$ cat config.mk
export PLATFORM = sky130hd
export DESIGN_NAME = encrypt
export DESIGN_NICKNAME = d
export VERILOG_FILES = /design/src/rtl/des_pkg.sv /design/src/rtl/des_f.sv /design/src/rtl/encrypt.sv
export SDC_FILE = /design/constraint.sdc
export NUM_CORES = 1
export LEC_CHECK = 0
export ABC_AREA = 1
export ABC_CLOCK_PERIOD_IN_PS = 4200
export CAP_MARGIN = 0
export CORE_MARGIN = 2
export CORE_UTILIZATION = 40
export DETAILED_ROUTE_END_ITERATION = 8
export PLACE_DENSITY = 0.85
export SKIP_CTS_REPAIR_TIMING = 1
export SYNTH_ARGS = -nofsm -noshare
export SYNTH_HDL_FRONTEND = slang
export SYNTH_SLANG_ARGS = --single-unit
$ cat constraint.sdc
create_clock -name clk -period 4.2 [get_ports clk]
set_clock_uncertainty 0.1 [all_clocks]
set_input_delay 0.63 -clock clk [delete_from_list [all_inputs] [get_ports clk]]
set_output_delay 0.63 -clock clk [all_outputs]
set_load 0.05 [all_outputs]
$ cat src/rtl/des_pkg.sv
// Shared DES definitions: FSM state, permutation/S-box/shift tables, permute helpers.
// Used by encrypt, decrypt and des_f.
package des_pkg;

  typedef enum logic [1:0] {ST_IDLE, ST_ROUND, ST_DONE} state_t;

  // Tables use DES numbering: entry j names the 1-based source bit for output bit j+1.
  localparam int unsigned IP_T [64] = '{
    58,50,42,34,26,18,10,2, 60,52,44,36,28,20,12,4,
    62,54,46,38,30,22,14,6, 64,56,48,40,32,24,16,8,
    57,49,41,33,25,17,9,1,  59,51,43,35,27,19,11,3,
    61,53,45,37,29,21,13,5, 63,55,47,39,31,23,15,7};

  localparam int unsigned FP_T [64] = '{
    40,8,48,16,56,24,64,32, 39,7,47,15,55,23,63,31,
    38,6,46,14,54,22,62,30, 37,5,45,13,53,21,61,29,
    36,4,44,12,52,20,60,28, 35,3,43,11,51,19,59,27,
    34,2,42,10,50,18,58,26, 33,1,41,9,49,17,57,25};

  localparam int unsigned E_T [48] = '{
    32,1,2,3,4,5,     4,5,6,7,8,9,     8,9,10,11,12,13,  12,13,14,15,16,17,
    16,17,18,19,20,21, 20,21,22,23,24,25, 24,25,26,27,28,29, 28,29,30,31,32,1};

  localparam int unsigned P_T [32] = '{
    16,7,20,21,29,12,28,17, 1,15,23,26,5,18,31,10,
    2,8,24,14,32,27,3,9,    19,13,30,6,22,11,4,25};

  localparam int unsigned PC1_T [56] = '{
    57,49,41,33,25,17,9,1,  58,50,42,34,26,18,10,2,
    59,51,43,35,27,19,11,3, 60,52,44,36,
    63,55,47,39,31,23,15,7, 62,54,46,38,30,22,14,6,
    61,53,45,37,29,21,13,5, 28,20,12,4};

  localparam int unsigned PC2_T [48] = '{
    14,17,11,24,1,5,  3,28,15,6,21,10,  23,19,12,4,26,8,  16,7,27,20,13,2,
    41,52,31,37,47,55, 30,40,51,45,33,48, 44,49,39,56,34,53, 46,42,50,36,29,32};

  localparam int unsigned SHIFTS [16] = '{1,1,2,2,2,2,2,2,1,2,2,2,2,2,2,1};

  // S-boxes flattened as row*16 + column.
  localparam int unsigned SBOX [8][64] = '{
    '{14,4,13,1,2,15,11,8,3,10,6,12,5,9,0,7,   0,15,7,4,14,2,13,1,10,6,12,11,9,5,3,8,
      4,1,14,8,13,6,2,11,15,12,9,7,3,10,5,0,   15,12,8,2,4,9,1,7,5,11,3,14,10,0,6,13},
    '{15,1,8,14,6,11,3,4,9,7,2,13,12,0,5,10,   3,13,4,7,15,2,8,14,12,0,1,10,6,9,11,5,
      0,14,7,11,10,4,13,1,5,8,12,6,9,3,2,15,   13,8,10,1,3,15,4,2,11,6,7,12,0,5,14,9},
    '{10,0,9,14,6,3,15,5,1,13,12,7,11,4,2,8,   13,7,0,9,3,4,6,10,2,8,5,14,12,11,15,1,
      13,6,4,9,8,15,3,0,11,1,2,12,5,10,14,7,   1,10,13,0,6,9,8,7,4,15,14,3,11,5,2,12},
    '{7,13,14,3,0,6,9,10,1,2,8,5,11,12,4,15,   13,8,11,5,6,15,0,3,4,7,2,12,1,10,14,9,
      10,6,9,0,12,11,7,13,15,1,3,14,5,2,8,4,   3,15,0,6,10,1,13,8,9,4,5,11,12,7,2,14},
    '{2,12,4,1,7,10,11,6,8,5,3,15,13,0,14,9,   14,11,2,12,4,7,13,1,5,0,15,10,3,9,8,6,
      4,2,1,11,10,13,7,8,15,9,12,5,6,3,0,14,   11,8,12,7,1,14,2,13,6,15,0,9,10,4,5,3},
    '{12,1,10,15,9,2,6,8,0,13,3,4,14,7,5,11,   10,15,4,2,7,12,9,5,6,1,13,14,0,11,3,8,
      9,14,15,5,2,8,12,3,7,0,4,10,1,13,11,6,   4,3,2,12,9,5,15,10,11,14,1,7,6,0,8,13},
    '{4,11,2,14,15,0,8,13,3,12,9,7,5,10,6,1,   13,0,11,7,4,9,1,10,14,3,5,12,2,15,8,6,
      1,4,11,13,12,3,7,14,10,15,6,8,0,5,9,2,   6,11,13,8,1,4,10,7,9,5,0,15,14,2,3,12},
    '{13,2,8,4,6,15,11,1,10,9,3,14,5,0,12,7,   1,15,13,8,10,3,7,4,12,5,6,11,0,14,9,2,
      7,11,4,1,9,12,14,2,0,6,10,13,15,3,5,8,   2,1,14,7,4,10,8,13,15,12,9,0,3,5,6,11}};

  // DES bit n of a W-bit vector lives at index W-n (bit 1 is the MSB).
  function automatic logic [63:0] ip_perm(input logic [63:0] x);
    logic [63:0] y;
    for (int j = 0; j < 64; j++) y[6'(63 - j)] = x[6'(64 - IP_T[j])];
    return y;
  endfunction

  function automatic logic [63:0] fp_perm(input logic [63:0] x);
    logic [63:0] y;
    for (int j = 0; j < 64; j++) y[6'(63 - j)] = x[6'(64 - FP_T[j])];
    return y;
  endfunction

  function automatic logic [47:0] e_expand(input logic [31:0] x);
    logic [47:0] y;
    for (int j = 0; j < 48; j++) y[6'(47 - j)] = x[5'(32 - E_T[j])];
    return y;
  endfunction

  function automatic logic [31:0] p_perm(input logic [31:0] x);
    logic [31:0] y;
    for (int j = 0; j < 32; j++) y[5'(31 - j)] = x[5'(32 - P_T[j])];
    return y;
  endfunction

  function automatic logic [55:0] pc1_perm(input logic [63:0] x);
    logic [55:0] y;
    for (int j = 0; j < 56; j++) y[6'(55 - j)] = x[6'(64 - PC1_T[j])];
    return y;
  endfunction

  function automatic logic [47:0] pc2_perm(input logic [55:0] x);
    logic [47:0] y;
    for (int j = 0; j < 48; j++) y[6'(47 - j)] = x[6'(56 - PC2_T[j])];
    return y;
  endfunction

endpackage

$ cat src/rtl/des_f.sv
// DES round function f(R,K): expand, key-mix, S-box substitution, P permutation.
module des_f
  import des_pkg::*;
(
  input  logic [31:0] r,
  input  logic [47:0] k,
  output logic [31:0] f_c
);

  logic [47:0] mix;
  logic [31:0] sub;
  logic [5:0]  six;

  // Eight 6->4 lookups; row from outer bits, column from inner four.
  always_comb begin
    mix = e_expand(r) ^ k;
    sub = '0;
    six = '0;
    for (int i = 0; i < 8; i++) begin
      six = mix[6'(42 - 6 * i) +: 6];
      sub[5'(28 - 4 * i) +: 4] = 4'(SBOX[3'(i)][6'({six[5], six[0], six[4:1]})]);
    end
    f_c = p_perm(sub);
  end

endmodule

$ cat src/rtl/encrypt.sv
// Iterative DES encryption, one Feistel round per clock, done/ack handshake.
// Optional: DES_KEY_PARITY_CHECK_EN adds key_err and rejects keys with even-parity bytes.
module encrypt
  import des_pkg::*;
#(
  parameter int unsigned NUM_ROUNDS = 16
) (
  input  logic            clk,
  input  logic            reset,
  input  logic [7:0][7:0] message,
  input  logic [7:0][7:0] DESkey,
  output logic [7:0][7:0] encrypted,
  output logic            done,
  input  logic            enable,
  input  logic            ack
`ifdef DES_KEY_PARITY_CHECK_EN
  ,
  output logic            key_err
`endif
);

  localparam int unsigned CNT_W = $clog2(NUM_ROUNDS + 1);

  state_t           state;
  logic [CNT_W-1:0] round_cnt;
  logic [31:0]      l_q, r_q;
  logic [27:0]      c_q, d_q;
  logic [27:0]      c_rot, d_rot;
  logic [47:0]      k_rnd;
  logic [31:0]      f_c;
  logic [63:0]      ip_msg;
  logic [55:0]      pc1_key;

  // Key schedule rotation for the current round and input permutations.
  always_comb begin
    if (SHIFTS[4'(round_cnt)] == 2) begin
      c_rot = {c_q[25:0], c_q[27:26]};
      d_rot = {d_q[25:0], d_q[27:26]};
    end else begin
      c_rot = {c_q[26:0], c_q[27]};
      d_rot = {d_q[26:0], d_q[27]};
    end
    k_rnd   = pc2_perm({c_rot, d_rot});
    ip_msg  = ip_perm(message);
    pc1_key = pc1_perm(DESkey);
  end

  des_f u_f (
    .r   (r_q),
    .k   (k_rnd),
    .f_c (f_c)
  );

`ifdef DES_KEY_PARITY_CHECK_EN
  logic key_par_ok;

  // Every key byte must carry odd parity.
  always_comb begin
    key_par_ok = 1'b1;
    for (int i = 0; i < 8; i++) key_par_ok = key_par_ok & (^DESkey[i]);
  end
`endif

  // Control FSM and round datapath; the extra ROUND cycle after the last round
  // applies the final swap and FP into the output register.
  always_ff @(posedge clk) begin
    if (reset) begin
      state     <= ST_IDLE;
      round_cnt <= '0;
      l_q       <= '0;
      r_q       <= '0;
      c_q       <= '0;
      d_q       <= '0;
      encrypted <= '0;
      done      <= 1'b0;
`ifdef DES_KEY_PARITY_CHECK_EN
      key_err   <= 1'b0;
`endif
    end else begin
      case (state)
        ST_IDLE: begin
          if (enable) begin
`ifdef DES_KEY_PARITY_CHECK_EN
            if (!key_par_ok) begin
              encrypted <= '0;
              done      <= 1'b1;
              key_err   <= 1'b1;
              state     <= ST_DONE;
            end else
`endif
            begin
              l_q       <= ip_msg[63:32];
              r_q       <= ip_msg[31:0];
              c_q       <= pc1_key[55:28];
              d_q       <= pc1_key[27:0];
              round_cnt <= '0;
              state     <= ST_ROUND;
            end
          end
        end
        ST_ROUND: begin
          if (round_cnt == CNT_W'(NUM_ROUNDS)) begin
            encrypted <= fp_perm({r_q, l_q});
            done      <= 1'b1;
            state     <= ST_DONE;
          end else begin
            c_q       <= c_rot;
            d_q       <= d_rot;
            l_q       <= r_q;
            r_q       <= l_q ^ f_c;
            round_cnt <= round_cnt + CNT_W'(1);
          end
        end
        ST_DONE: begin
          if (ack) begin
            done  <= 1'b0;
`ifdef DES_KEY_PARITY_CHECK_EN
            key_err <= 1'b0;
`endif
            state <= ST_IDLE;
          end
        end
        default: state <= ST_IDLE;
      endcase
    end
  end

endmodule

# Word level (Yosys, flattened, before mapping)
# Memories as Yosys holds them, arrays and structs flattened.
# Cells that the tools add are included.
dict set report word_totals {
  latchBits 0
  elab_cells 72
  romBits 8704
  mem_count 5
  output_inout_bits 65
  inputBits 132
  mem_bits_rw 0
  regBits 132
}
# name words width read_ports rd_clocked_by_memory_dff write_ports line_no
set mem_list {}
lappend mem_list {{(no name shown)} 64 32 1 0 0 des_f.sv:21} ;# sub[5'(28 - 4 * i) +: 4] = 4'(SBOX[3'(i)][6'({six[5], six[0], six[4:1]})]);
lappend mem_list {{(no name shown)} 64 32 1 0 0 des_f.sv:21}
lappend mem_list {{(no name shown)} 64 32 1 0 0 des_f.sv:21}
lappend mem_list {{(no name shown)} 64 32 1 0 0 des_f.sv:21}
lappend mem_list {{(no name shown)} 16 32 1 0 0 encrypt.sv:36} ;# if (SHIFTS[4'(round_cnt)] == 2) begin
dict set report classes {
  bitwise 7
  div 0
  addsub 1
  n_reduce_logical 7
  n_lt_le_gt_ge 5
  multipliers 0
  mux 29
  n_eq_ne 8
  shift 0
}
# op count
set op_table {}
lappend op_table {{$mux 32} 6}
lappend op_table {{$mux 28} 3}
lappend op_table {{$pmux 32 s2} 1}
lappend op_table {{$pmux 28 s2} 1}
lappend op_table {{$eq 32x2->1 const B} 1}
lappend op_table {{$xor 32x32->32} 1}
lappend op_table {{$ge 7x7->1 const B} 4}
lappend op_table {{$not 6->7} 4}
lappend op_table {{$xor 24x24->24} 1}
lappend op_table {{$mux 3} 4}
lappend op_table {{$mux 2} 5}
lappend op_table {{$mux 5} 2}
lappend op_table {{$pmux 5 s2} 1}
lappend op_table {{$reduce_and 3->1} 3}
lappend op_table {{$mux 4} 2}
lappend op_table {{$ne 2x2->1 const B} 4}
lappend op_table {{$pmux 2 s3} 1}
lappend op_table {{$add 5x1->5 const B} 1}
lappend op_table {{$eq 5x5->1 const B} 1}
lappend op_table {{$ge 5x5->1 const B} 1}
lappend op_table {{$not 4->5} 1}
lappend op_table {{$reduce_bool 2->1} 2}
lappend op_table {{$eq 2x1->1 const B} 1}
lappend op_table {{$eq 2x2->1 const B} 1}
lappend op_table {{4 further kinds} 5}

# Depth between registers and ports, before layout
# Gate-level depths: netlist of run 1.
dict set report depth {
  ltp_word 14
  ltp_mapped 11
  ltp_nobuf 10
}

# By module
# A second synthesis of run 1 with hierarchy kept.
dict set report hier_totals {
  hier_cells 1151
  area_unflattened_um2 8234.1
}
# mod cells_each seq_area_each_um2 instances area_per_inst_um2
set by_module_without_submodules {}
lappend by_module_without_submodules {encrypt 1118 3203.1 1 7990.2}
lappend by_module_without_submodules {des_f 33 0.0 1 244.0}

# Worst setup path before layout of run 1
# OpenSTA, ideal clock, no wires.
dict set report synth_path {
  path_type {input to register}
  startpoint {in reset}
  endpoint {reg state[0]}
  setup_time_ns 0.128
  t_required_ns 3.972
  path_buffers 2
  path_slack_ns 2.735
  arrival_ns 1.238
  path_stages 3
  path_cell_list {clkbuf_1 clkbuf_1 nor2_1}
}
# item line_no
set synth_lines {}
lappend synth_lines {{from (decl)} encrypt.sv:9} ;# input logic reset,
lappend synth_lines {{to (signal assigned)} encrypt.sv:68} ;# state <= ST_IDLE;
lappend synth_lines {{to (signal assigned)} encrypt.sv:97} ;# state <= ST_ROUND;
lappend synth_lines {{to (signal assigned)} encrypt.sv:105} ;# state <= ST_DONE;
lappend synth_lines {{to (decl)} encrypt.sv:24} ;# state_t state;
# No word-level cell between the ends.

==> impl_metrics.toml, run 1 <==
[place]
place_area_um2 = 3680
hpwl_um = 4500
dpl.cell_count = 577
place_ws_ns = 1.25
gp_congestion = 0.726
port_buffers = 52

[cells_and_area]
nNetsFinal = 617
fin_util_pct = 48.4
fillers = 817
fin_area_um2 = 3940
area_growth_pct = 18.7
fin_cells = 593
drive_gt1_share_pct = 5.53
n_antenna_cell = 0

[global_route]
grt_antenna_before_repair = 0
grt_pass1_vias = 2727
grt_max_degree = 47
grt-ovfl-total = 0
grt_first_pass_wirelength_um = 12200
grtUsageTotal_pct = 17.0

[timing]
clock.fmax_mhz = 385
setup_viol = 0
worst_slew_pin_slew_ns = 0.977
fin_crit_ns = 2.60
setup_ws_ns = 1.60
hold_violations = 0
setup_tns_ns = 0
fin_crit_sh_pct = 61.9
max_slew_margin_pct = 34.8
rsz0062_at_grt = "false"
whs_ns = 0.369
maxSlewViolCount = 0

[die]
start_util_pct = 40.8
ios = 197
dieArea_um2 = 9040
die-height_um = 95.1
die_w_um = 95.1
rows = 33
coreArea_um2 = 8130

[clocking]
clockRootBuffer = "clkbuf_8"
clock_latency_ns = 0.33
cts_buffer_depth = 2
cts_buffers = 9
cts_tree = "yes"
numClockSinks = 72
h-tree-depth = 3
clk_pin_slew_ns = 0.08

[critical_path]
cp_top_family = "buffers and inverters"
critPathMaxFanout = 38
cp-start-kind = "input pin"
crit_type = "in2reg"
crit_chain = "clkdlybuf4s50_1, buf_4, clkinv_1, nand2_1, nor2_1"
path_buf_inv = 3
cpMaxStageDelayCell = "clkinv_1"
max_stage_delay_ns = 0.88
arrival_ns = 2.72
endpoint_kind = "flop"
cp.required_ns = 4.32

[synthesis]
yosysTopAreaCell = "dfxtp_1"
async_flop_share_pct = 0
ys_top_cells_by_area = "dfxtp_1, nand2_1, nor2_1, buf_4, nand3_1"
synth_cell_types = 27
synthMostInstantiatedCell = "nand2_1"
synth_top_area_share_pct = 43.5
yosysWarnings = 0
synthFlopType = "dfxtp_1"
synth_commonest_cells = "nand2_1, nor2_1, dfxtp_1"
syn_area_per_cell_um2 = 7.39
ys_ff_latch = 72
postSynthCellCount = 449
syn-cell-area_um2 = 3320
synth_edf_count = 0
synth-seq-area-share_pct = 43.5

[pwr]
p_switching_mw = 0.547
p_leak_nw = 1.63
clockPowerShare_pct = 38.2
p_comb_share_pct = 18.8
ir_drop_v = 0.000170
powerDensity_nw_per_um2 = 452
power_mw = 1.78
p_seq_share_pct = 43.0
swShare_pct = 30.7
intPower_mw = 1.23

[route]
vias = 2847
drc = 0
drtIter0Drc = 180
ant_nets = 0
vias_per_cell = 4.80
firstDrtPassIters = 5
drt-total-wl_um = 7200
wire_per_inst_um = 12.1

[status]
outcome = "complete, no violations"

[job]
maxCapViolations = 0

[min_path]
min_path_type = "reg2reg"
==> cells in the final DEF (no fill, tap or decap) <==
| master | count |
|---|---|
| buf_4 | 1 |
| ha_1 | 2 |
| nand2_2 | 2 |
| nand3_2 | 2 |
| a21oi_1 | 36 |
| conb_1 | 32 |
| nand2_4 | 1 |
| clkinv_4 | 2 |
| xnor2_1 | 1 |
| nor2_1 | 80 |
| o21ai_1 | 1 |
| inv_8 | 1 |
| dfxtp_1 | 72 |
| bufinv_16 | 3 |
| nand3b_1 | 24 |
| inv_2 | 3 |
| clkdlybuf4s50_1 | 52 |
| inv_1 | 22 |
| o31ai_1 | 1 |
| o21bai_1 | 1 |
| nand3_1 | 45 |
| nand2_1 | 85 |
| clkinv_1 | 1 |
| clkbuf_8 | 9 |
| o21ai_0 | 4 |
| nor2_8 | 1 |
| nor2_4 | 1 |
| nand4_1 | 2 |
| inv_6 | 1 |
==> worst paths after layout <==
kind | from | slack, ns | endpoint | depth (start not counted)
setup / recovery | reset | 1.60 | r_q[20]$_SDFFE_PP0P_ | 5
setup reg to reg | state[0]$_SDFFE_PP0P_ | 1.82 | r_q[12]$_SDFFE_PP0P_ | 7
hold reg to reg | encrypted[25]$_SDFFE_PP0P_ | 0.37 | encrypted[25]$_SDFFE_PP0P_ | 2
hold / removal | encrypted[25]$_SDFFE_PP0P_ | 0.37 | encrypted[25]$_SDFFE_PP0P_ | 2
==> area by class of cell <==
cell class / count / area, um^2 / share of cell area, %
Clock buffer: 9 / 124 / 3.15
Clock inverter: 7 / 128 / 3.24
Inverter: 26 / 97.6 / 2.48
Multi-Input combinational cell: 321 / 1490 / 37.8
Sequential cell: 72 / 1440 / 36.6
Tap cell: 105 / 131 / 3.34
Timing Repair Buffer: 53 / 528 / 13.4
==> state kept, by name, indices dropped and copies added, names as in the netlist <==
| name | count |
|---|---|
| state | 2 |
| round_cnt | 5 |
| done | 1 |
| r_q | 16 |
| l_q | 16 |
| encrypted | 32 |
==> power groups by stage <==
stage | Sequential, mW | Clock (mW) | Combinational, mW
2_1_floorplan | 0.786 | 0 | 0.293
3_3_place_gp | 0.777 | 0 | 0.319
3_5_place_dp | 0.780 | 0 | 0.332
4_1_cts | 0.765 | 0.694 | 0.334
5_1_grt | 0.772 | 0.716 | 0.373
6_report | 0.765 | 0.679 | 0.334
==> worst reg2reg max path: cells and delay by family, from the launching register on <==
kind	cells	cell delay, ns
buffers and inverters	2	0.37
AND/OR/NAND/NOR	5	1.46
flip-flops	1	0.35
==> cells by family (layout without fill, tap and decap cells) <==
family / count (synthesis) / after routing / share of synthesized area (%)
AND/OR/NAND/NOR: 243 / 243 / 33.5
AO/OA/AOI/OAI: 43 / 43 / 6.64
XOR/XNOR: 1 / 1 / 0.264
adder cells (fa/ha/maj): 2 / 2 / 0.754
flip-flops: 72 / 72 / 43.5
other: 1 / 32 / 0.113
buffers and inverters: 87 / 95 / 15.2
==> routing by layer <==
metal	vias to the layer above	routed length, um	share of wire [%]	track usage [%]
met5	-	0	0	0
met4	0	93	1.3	7.37
met3	9	296	4.1	2.92
met2	79	3580	50	30.6
met1	1328	3220	45	19.8
li1	1431	-	-	-
Power figures use the tool's default switching activity.
==> inputs of run 2 (changes only) <==
Settings changed: ABC_CLOCK_PERIOD_IN_PS 4200 to 2200, CORE_UTILIZATION 40 to 34, PLACE_DENSITY 0.85 to 0.77.
Clock period 4.2 ns to 2.2 ns, I/O delays scaled along.
==> run 2 against run 1 <==
  * Via count down 0.91%
  * Non-clock buffer count up 9
  * Clock-buffer cell count up 1
  * Total power up 79%
  * Combinational power up 96%
  * Sequential cell count unchanged
  * Final area up 1.5%
  * Sequential power up 91%
  * Register-to-register slack worse by 1.5 ns
  * Critical endpoint is now encrypted[18]
  * Highest routed layer unchanged
==> impl_metrics.toml, run 2 (same netlist as run 1, synthesis figures left out) <==
[status]
outcome = "complete, no violations"

[timing]
whs_ns = 0.365
max_slew_margin_pct = 62.9
rsz0062_at_grt = "false"
fin_crit_sh_pct = 88.1
setup_viol = 0
setup_tns_ns = 0
hold_violations = 0
worst_slew_pin_slew_ns = 0.555
maxSlewViolCount = 0
clock.fmax_mhz = 516
fin_crit_ns = 1.94
setup_ws_ns = 0.261

[route]
firstDrtPassIters = 4
vias = 2821
wire_per_inst_um = 11.8
ant_nets = 0
drtIter0Drc = 164
drc = 0
drt-total-wl_um = 7450
vias_per_cell = 4.48

[critical_path]
critPathMaxFanout = 2
crit_chain = "clkdlybuf4s50_1"
cp_top_family = "buffers and inverters"
crit_type = "reg2out"
arrival_ns = 1.51
r2r-start = "round_cnt[0]$_SDFFE_PP0P_"
endpoint_kind = "output pin"
path_buf_inv = 1
crit_start = "encrypted[18]$_SDFFE_PP0P_"
cp.required_ns = 1.77
cpMaxStageDelayCell = "clkdlybuf4s50_1"
cp-start-kind = "flop"
max_stage_delay_ns = 0.81

[global_route]
grt_first_pass_wirelength_um = 12200
grt_max_degree = 36
grt-ovfl-total = 0
grt_antenna_before_repair = 0
grt_pass1_vias = 2735
grtUsageTotal_pct = 14.8

[pwr]
p_comb_share_pct = 20.6
p_switching_mw = 1.02
p_leak_nw = 1.64
ir_drop_v = 0.000295
p_seq_share_pct = 46.0
intPower_mw = 2.15
clockPowerShare_pct = 33.4
power_mw = 3.18
swShare_pct = 32.2
powerDensity_nw_per_um2 = 796

[cells_and_area]
n_antenna_cell = 0
final_cell_mix = "nand2_1, nor2_1, dfxtp_1"
largest_reg_flops = 32
fillers = 971
drive_gt1_share_pct = 7.24
fin_area_um2 = 3990
area_growth_pct = 20.4
nNetsFinal = 626
fin_cells = 630
final_common_cell = "nand2_1"
largest-register = "encrypted"
top_regs = "encrypted (32), l_q (16), r_q (16)"
fin_util_pct = 41.4

[job]
maxCapViolations = 0

[die]
start_util_pct = 34.4
coreArea_um2 = 9640
rows = 36
dieArea_um2 = 10600
die_w_um = 103
die-height_um = 103
ios = 197

[clocking]
cts_buffer_depth = 2
numClockSinks = 72
h-tree-depth = 3
clock_latency_ns = 0.34
cts_buffers = 9
clockRootBuffer = "clkbuf_8"
cts_tree = "yes"
clk_pin_slew_ns = 0.08

[place]
place_ws_ns = 0.286
port_buffers = 52
hpwl_um = 4970
place_area_um2 = 3790
gp_congestion = 0.766
dpl.cell_count = 614

[min_path]
hold_start = "encrypted[27]$_SDFFE_PP0P_"
min_path_type = "reg2reg"
-- run 2: changes by cell type in the layout (fill, tap and decap cells not counted) --
cell | before | now
buf_4 | 1 | 10
bufinv_16 | 3 | 1
clkbuf_8 | 9 | 10
clkinv_4 | 2 | 1
clkinvlp_4 | 0 | 4
inv_6 | 1 | 0
inv_8 | 1 | 0
-- run 2: layer usage --
metal  vias to the layer above  routed length, um  track usage (%)  share of wire, %
met5                         -                  0                0                 0
met3                         9                472             3.66               6.3
li1                       1441                  -                -                 -
met1                      1290               3320             17.2                45
met2                        81               3560             25.5                48
met4                         0                 97             7.09               1.3
-- run 2: worst min-delay path: stages (launching register included) --
cell and delay [ns]:
dfxtp_1 0.31, nand2_1 0.06, a21oi_1 0.05
-- run 2: final timing paths --
path	to	slack [ns]	cells past startpoint
setup reg to reg	r_q[15]$_SDFFE_PP0P_	0.29	10
setup / recovery	encrypted[18]	0.26	1
hold reg to reg	encrypted[27]$_SDFFE_PP0P_	0.37	2
hold / removal	encrypted[27]$_SDFFE_PP0P_	0.37	2
-- run 2: area by class of cell --
class / count / area [um^2] / share of cell area (%)
clock inverter: 6 / 68.8 / 1.72
inverter: 26 / 97.6 / 2.44
tap: 133 / 166 / 4.17
multi-input combinational: 321 / 1490 / 37.2
timing repair buffer: 62 / 596 / 14.9
sequential: 72 / 1440 / 36.1
clock buffer: 10 / 138 / 3.45
-- run 2: power by group through the flow --
stage / sequential [mW] / combinational (mW) / clock, mW
after global placement: 1.48 / 0.632 / 0
after global routing: 1.47 / 0.733 / 1.13
after floorplan: 1.50 / 0.560 / 0
after detailed placement: 1.49 / 0.655 / 0
final: 1.46 / 0.656 / 1.06
after CTS: 1.46 / 0.658 / 1.08
==> inputs of run 3 (changes only) <==
Settings changed: CORE_ASPECT_RATIO set to 1.75.
==> run 3 against run 2 <==
  * Combinational power shrank 0.6%
  * Clock-buffer cell count is the same
  * Maximum frequency shrank 1.6%
  * Register-to-register slack is essentially flat
  * Critical path type unchanged
  * Sequential cell count is the same
  * Worst setup slack lost 0.032 ns
  * Sequential power is essentially flat
  * Wire length is essentially flat
  * Clock power grew 48%
  * Final area grew 2.3%
==> impl_metrics.toml, run 3 (same netlist as run 1, synthesis figures left out) <==
[critical_path]
cp-start-kind = "flop"
max_stage_delay_ns = 0.84
cpMaxStageDelayCell = "clkdlybuf4s50_1"
critPathMaxFanout = 2
setup.worst_path.end = "encrypted[6]"
crit_type = "reg2out"
rrSetupSlack_ns = 0.30
reg2reg_to = "r_q[15]$_SDFFE_PP0P_"
rr_worst_depth = 10
cp_top_family = "buffers and inverters"
endpoint_kind = "output pin"
crit_chain = "clkdlybuf4s50_1"
r2r-start = "round_cnt[0]$_SDFFE_PP0P_"
cp.depth = 1
path_buf_inv = 1
crit_start = "encrypted[6]$_SDFFE_PP0P_"
cp.required_ns = 1.77
arrival_ns = 1.54

[route]
drc = 0
ant_nets = 0
vias = 2886
vias_per_cell = 4.68
drtIter0Drc = 207
firstDrtPassIters = 4
drt-total-wl_um = 7450
wire_per_inst_um = 12.1

[cells_and_area]
top_regs = "encrypted (32), l_q (16), r_q (16)"
nNetsFinal = 624
final_cell_mix = "nand2_1, nor2_1, dfxtp_1"
final_common_cell = "nand2_1"
fin_cells = 617
fin_util_pct = 43.2
n_antenna_cell = 0
fin_area_um2 = 4090
area_growth_pct = 23.2
drive_gt1_share_pct = 6.87
largest_reg_flops = 32
fillers = 913
largest-register = "encrypted"

[clocking]
cts_tree = "yes"
clock_latency_ns = 0.33
numClockSinks = 72
h-tree-depth = 3
clk_pin_slew_ns = 0.06
clockRootBuffer = "clkbuf_16"
cts_buffers = 9
cts_buffer_depth = 2

[global_route]
grt_antenna_before_repair = 0
grt-ovfl-total = 0
grt_max_degree = 36
grt_first_pass_wirelength_um = 12100
grt_pass1_vias = 2681
grtUsageTotal_pct = 14.3

[die]
coreArea_um2 = 9470
start_util_pct = 35.0
rows = 47
die_w_um = 78.7
ios = 197
dieArea_um2 = 10600
die-height_um = 135

[timing]
whs_ns = 0.364
fin_crit_sh_pct = 89.6
hold_violations = 0
rsz0062_at_grt = "false"
setup_ws_ns = 0.229
clock.fmax_mhz = 507
setup_viol = 0
fin_crit_ns = 1.97
worst_slew_pin_slew_ns = 0.654
maxSlewViolCount = 0
setup_tns_ns = 0
max_slew_margin_pct = 56.3

[pwr]
power_mw = 3.69
powerDensity_nw_per_um2 = 902
ir_drop_v = 0.000518
p_leak_nw = 1.70

[job]
maxCapViolations = 0

[place]
gp_congestion = 0.835
hpwl_um = 4990
dpl.cell_count = 601
place_area_um2 = 3760
port_buffers = 52
place_ws_ns = 0.326

[min_path]
min_path_type = "reg2reg"

[status]
outcome = "complete, no violations"
[run 3: cell types whose count changed in the layout (fill, tap and decap cells not counted)]
cell        delta
clkbuf_8       -9
inv_6          +2
buf_4          -2
clkinv_2       +1
clkinvlp_4     -3
bufinv_16      +1
clkbuf_16      +9
clkinv_4       -1
[run 3: power breakdown]
part	internal [mW]	leakage, nW	switching [mW]	total (mW)
logic	0.196	0.947	0.456	0.652
clock network	1.03	0.159	0.546	1.57
registers	1.40	0.588	0.0600	1.46
[run 3: how the worst min path moves through the flow]
| stage | from | to | depth (start not counted) |
|---|---|---|---|
| after floorplan | l_q[22]$_SDFFE_PP0P_ | encrypted[13]$_SDFFE_PP0P_ | 2 |
| after global placement | encrypted[21]$_SDFFE_PP0P_ | encrypted[21]$_SDFFE_PP0P_ | 2 |
| after detailed placement | encrypted[28]$_SDFFE_PP0P_ | encrypted[28]$_SDFFE_PP0P_ | 2 |
| after CTS | encrypted[26]$_SDFFE_PP0P_ | encrypted[26]$_SDFFE_PP0P_ | 2 |
| after global routing | encrypted[15]$_SDFFE_PP0P_ | encrypted[15]$_SDFFE_PP0P_ | 2 |
| final | encrypted[15]$_SDFFE_PP0P_ | encrypted[15]$_SDFFE_PP0P_ | 2 |
[run 3: layer usage]
metal	part of all wire, %	vias to the layer above	global-route usage (%)
met2	51	106	25.8
met4	3.6	0	9.26
li1	-	1442	-
met3	6.0	16	2.74
met5	0	-	0
met1	39	1322	14.9
[run 3: cell type report]
| class | count | area, um^2 | share of cell area, % |
|---|---|---|---|
| multi-input cells | 321 | 1490 | 36.4 |
| clock inverters | 6 | 90.1 | 2.20 |
| well taps | 122 | 153 | 3.73 |
| inverters | 26 | 97.6 | 2.39 |
| clock buffers | 10 | 239 | 5.85 |
| flip-flops and latches | 72 | 1440 | 35.3 |
| repair buffers | 60 | 581 | 14.2 |
